**src/rtl/ibex_data_bus_router.sv**
```systemverilog
// Routes one master to NUM_SLAVES address-decoded slaves; grant is combinational, responses return in grant order.
// Issue stalls while the ID queue is full or while a different slave still owes a response; unmapped requests get an error reply.
module ibex_data_bus_router #(
  parameter int unsigned NUM_SLAVES = 8,
  parameter int unsigned MAX_OUTSTANDING = 2,
  parameter logic [NUM_SLAVES*32-1:0] SLAVE_BASE = '0,
  parameter logic [NUM_SLAVES*32-1:0] SLAVE_MASK = '0
) (
  input  logic                     clk,
  input  logic                     rst,
  input  logic                     m_req,
  input  logic                     m_we,
  input  logic [3:0]               m_be,
  input  logic [31:0]              m_addr,
  input  logic [31:0]              m_wdata,
  output logic                     m_gnt,
  output logic                     m_rvalid,
  output logic                     m_err,
  output logic [31:0]              m_rdata,
  output logic [NUM_SLAVES-1:0]    s_req,
  output logic                     s_we,
  output logic [3:0]               s_be,
  output logic [31:0]              s_addr,
  output logic [31:0]              s_wdata,
  input  logic [NUM_SLAVES-1:0]    s_gnt,
  input  logic [NUM_SLAVES-1:0]    s_rvalid,
  input  logic [NUM_SLAVES-1:0]    s_err,
  input  logic [NUM_SLAVES*32-1:0] s_rdata,
  output logic                     busy,
  output logic                     decode_err
);

  localparam int unsigned IDW  = $clog2(NUM_SLAVES + 1);
  localparam int unsigned PTRW = (MAX_OUTSTANDING > 1) ? $clog2(MAX_OUTSTANDING) : 1;
  localparam int unsigned CNTW = $clog2(MAX_OUTSTANDING + 1);
  localparam logic [IDW-1:0]  ERR_ID   = IDW'(NUM_SLAVES);
  localparam logic [PTRW-1:0] LAST_PTR = PTRW'(MAX_OUTSTANDING - 1);
  localparam logic [CNTW-1:0] FULL_CNT = CNTW'(MAX_OUTSTANDING);

  logic [IDW-1:0]  ids [MAX_OUTSTANDING];
  logic [PTRW-1:0] wr_ptr, rd_ptr;
  logic [CNTW-1:0] count;
  logic [IDW-1:0]  last_id;
  logic [IDW-1:0]  sel;
  logic [IDW-1:0]  head;
  logic            empty, full, can_issue, slave_gnt, push, pop;
  logic            head_rvalid, head_err;
  logic [31:0]     head_rdata;

  assign s_we    = m_we;
  assign s_be    = m_be;
  assign s_addr  = m_addr;
  assign s_wdata = m_wdata;

  // Descending scan so the lowest matching index wins.
  always_comb begin
    sel = ERR_ID;
    for (int i = int'(NUM_SLAVES) - 1; i >= 0; i--) begin
      if (SLAVE_MASK[32*i +: 32] != 32'h0 &&
          (m_addr & SLAVE_MASK[32*i +: 32]) == SLAVE_BASE[32*i +: 32]) begin
        sel = IDW'(i);
      end
    end
  end

  assign empty     = (count == '0);
  assign full      = (count == FULL_CNT);
  assign can_issue = !full && (empty || sel == last_id);
  assign head      = ids[rd_ptr];
  assign busy      = !empty;

  always_comb begin
    slave_gnt   = 1'b1;
    s_req       = '0;
    head_rvalid = 1'b0;
    head_err    = 1'b0;
    head_rdata  = 32'h0;
    for (int i = 0; i < int'(NUM_SLAVES); i++) begin
      if (sel == IDW'(i)) begin
        slave_gnt = s_gnt[i];
        s_req[i]  = m_req && can_issue;
      end
      if (head == IDW'(i)) begin
        head_rvalid = s_rvalid[i];
        head_err    = s_err[i];
        head_rdata  = s_rdata[32*i +: 32];
      end
    end
  end

  assign m_gnt = can_issue && slave_gnt;
  assign push  = m_req && m_gnt;

  // An error-slave entry only reaches the head a cycle after its push, so it answers immediately.
  always_comb begin
    m_rvalid = 1'b0;
    m_err    = 1'b0;
    m_rdata  = 32'h0;
    if (!empty) begin
      if (head == ERR_ID) begin
        m_rvalid = 1'b1;
        m_err    = 1'b1;
      end else if (head_rvalid) begin
        m_rvalid = 1'b1;
        m_err    = head_err;
        m_rdata  = head_rdata;
      end
    end
  end

  assign pop = m_rvalid;

  always_ff @(posedge clk) begin
    if (push) begin
      ids[wr_ptr] <= sel;
    end
  end

  always_ff @(posedge clk or posedge rst) begin
    if (rst) begin
      wr_ptr     <= '0;
      rd_ptr     <= '0;
      count      <= '0;
      last_id    <= '0;
      decode_err <= 1'b0;
    end else begin
      if (push) begin
        wr_ptr  <= (wr_ptr == LAST_PTR) ? '0 : wr_ptr + PTRW'(1);
        last_id <= sel;
      end
      if (pop) begin
        rd_ptr <= (rd_ptr == LAST_PTR) ? '0 : rd_ptr + PTRW'(1);
      end
      if (push && !pop) begin
        count <= count + CNTW'(1);
      end else if (pop && !push) begin
        count <= count - CNTW'(1);
      end
      decode_err <= push && (sel == ERR_ID);
    end
  end

endmodule

```
**config.mk**
```make
export PLATFORM = sky130hd
export DESIGN_NAME = ibex_data_bus_router
export DESIGN_NICKNAME = d
export VERILOG_FILES = /design/src/rtl/ibex_data_bus_router.sv
export SDC_FILE = /design/constraint.sdc
export NUM_CORES = 1
export LEC_CHECK = 0
export CAP_MARGIN = 20
export CORE_AREA = 2 2 182 184
export CTS_CLUSTER_DIAMETER = 80
export DETAILED_ROUTE_END_ITERATION = 6
export DIE_AREA = 0 0 184 186
export MAX_ROUTING_LAYER = met4
export SYNTH_ARGS = -nofsm -noshare
export SYNTH_HDL_FRONTEND = slang
export SYNTH_SLANG_ARGS = --single-unit
```
**constraint.sdc**
```tcl
create_clock -name clk -period 2.8 [get_ports clk]
set_clock_uncertainty 0.15 [all_clocks]
set_input_delay 0.28 -clock clk [delete_from_list [all_inputs] [get_ports clk]]
set_output_delay 0.28 -clock clk [all_outputs]
set_load 0.005 [all_outputs]
```
==> results.md <==
- Unique masters post-synth: 11
- Worst path arrival time: 1.46 ns
- Total gr overflow: 0
- Avg WL per Cell: ~8 µm
- Post_cts resized: 0
- Port Buf Inserts: 7
- Placed instance count: 470
- Register Area: approximately 100 µm²
- Residual DRC count: 0
- DP Worst Slack: between 1 and 1.5 ns
- Leading area contributor after synthesis: buf_4
- Startpoint Class: register
- HPWL after DPL: about 3500 µm
- Synth top area share: 0.8212
- Synth area leaders: buf_4 82%, dfrtp_1 9.9%, xor2_1 1.7%
- DR vias: 357
- Final worst-path setup slack: between 0.9 and 1 ns
- TritonCTS clock tree: yes
- Sequential area share after synthesis: 0.09864
- Post-Syn Instances: 127
- Syn Area/Cell: ~8 µm²
- Cts bufs inserted: 3
- Postcts setup bufs: 0
- I/O pin total: 466
- Fin crit share: 0.6747
- Vias per cell: 0.7548
- Final min period: about 1.9 ns
- Clock Pin Slew Worst Setup and Hold Paths: approximately 0.030 ns
- Ant diodes: 0
- Final core occ: 0.03054
- Hold Path Class: input pin to async pin
- First-pass GRT wire length: approximately 4000 µm
- DP Area: between 900 and 1000 µm²
- Row Count: between 60 and 70
- Pre-antenna DRT Iters: 2
- RSZ-0062 raised after global routing: false
- Total power: slightly above 0.5 mW
- Final cell count without fillers: approximately 470
- Mapped Area: ~1000 µm²
- P_leak: 0.2843 nW
- Num Clock Sinks: 4
- FILL cells: between 3000 and 4000
- Peak supply drop: about 0.00019 V
- FF+latch count, synth: 4
- Clock root buffer: clkbuf_16
- Multi-input logic area: roughly 220 µm²
- Final instance area: slightly below 1000 µm²
- NumNets Final: 420
- Total Wirelength: ~3800 µm
- P&R area growth vs syn: -3.083%
- Final setup violation count: 0
- Final Max Slew Viols: 0
- GRT Total Usage: 0.02098
- Max-capacitance violation count: 0
- Final ANT Viol Nets: 0
- CP endpoint kind: output pin
- DRT iter0 DRCs: 8
- Core area: 32210 µm²
- Die area: about 34000 µm²
- Clk Latency, worst-skew pair: about 0.23 ns
- Deepest clock path buffer count: 2
- Layout cells sized above 1: 0.06154
- Worst path required time: 2.37 ns
- Final Wtd Congestion: 0.5036
- Number of synthesis warnings: 0
- Critical path class: register to output pin
- Initial antenna violation count: 0
- Die Wd: 184 µm
- Largest net degree at the start of global routing: 5
- Die Y: ~190 µm
- Hold-fix buffers, CTS: 0
- Initial Util: 0.03151
- Peak Freq: about 530 MHz
- Final Hold Fails: 0
- Setup_tns: 0 ns
- Worst hold margin: ~0.091 ns
- CP Max Fanout: 4
- Pwr/cell area: approximately 530 nW/µm²
- H-tree depth: 1
- Status: finished clean
- Vias in the first global route: around 290
power breakdown:
group / internal (mW) / total (mW) / switching (mW)
Clock: 0.183 / 0.226 / 0.0434
Sequential: 0.0821 / 0.101 / 0.0187
Combinational: 0.114 / 0.193 / 0.0793
worst paths after layout:
check                           depth (start not counted)       start    endpoint  slack, ns
worst min register to register                          1  last_id[3]  last_id[3]       0.30
worst max-delay path                                    3    count[0]       m_gnt       0.91
min in group clk                                        1  last_id[3]  last_id[3]       0.30
worst max register to register                          7    count[0]    count[1]       1.13
max in group asynchronous                               2         rst  decode_err       2.26
worst min-delay path                                    2         rst    count[0]       0.09
kinds of logic (layout without fill, tap and decap cells):
group                      Yosys count  in the layout  synth area share
and+or+nand+nor                      3              3           0.01603
AOI/OAI and AO/OA                    2              2           0.01479
adders and majority gates            1              1           0.01233
other                                1             40          0.003696
DFF                                  4              4           0.09865
xor gates and xnor gates             3              3           0.02590
buffers and inverters              113             12            0.8286
critical path, cell delays in order (launching register included):
cell and delay [ns]:
dfrtp_1 0.42, nor2_2 0.20, a21o_1 0.12, clkdlybuf4s50_1 0.50
synthesized netlist by cell type (all sizes together):
master,n
xnor2,1
and2,1
a21o,2
xor2,2
buf,111
ha,1
nor2,2
inv,2
conb,1
dfrtp,4
routing by layer:
layer / up-vias / track usage / routed length, µm
met2: 87 / 0.02883 / 1575
met1: 123 / 0.005415 / 354
met5: - / - / 0
li1: 106 / - / -
met3: 41 / 0.03600 / 1507
met4: 0 / 0.02208 / 346
flip-flops by register name (all words and copies together), names as in the netlist:
| signal | flops |
|---|---|
| count | 2 |
| last_id | 1 |
| decode_err | 1 |
area by class of cell:
type                       count  share of cell area
timing repair buffer           7             0.07125
sequential                     4              0.1018
tap                          408              0.5191
multi-input combinational     49              0.2239
clock buffer                   3             0.07634
inverter                       2            0.007634
cells in the final DEF (no fill, tap or decap), drive strengths merged:
master / n
conb: 40
clkdlybuf4s50: 7
dfrtp: 4
clkbuf: 3
xor2: 2
inv: 2
a21o: 2
nor2: 2
xnor2: 1
and2: 1
ha: 1
No activity file was read; power rests on OpenSTA's default activity.
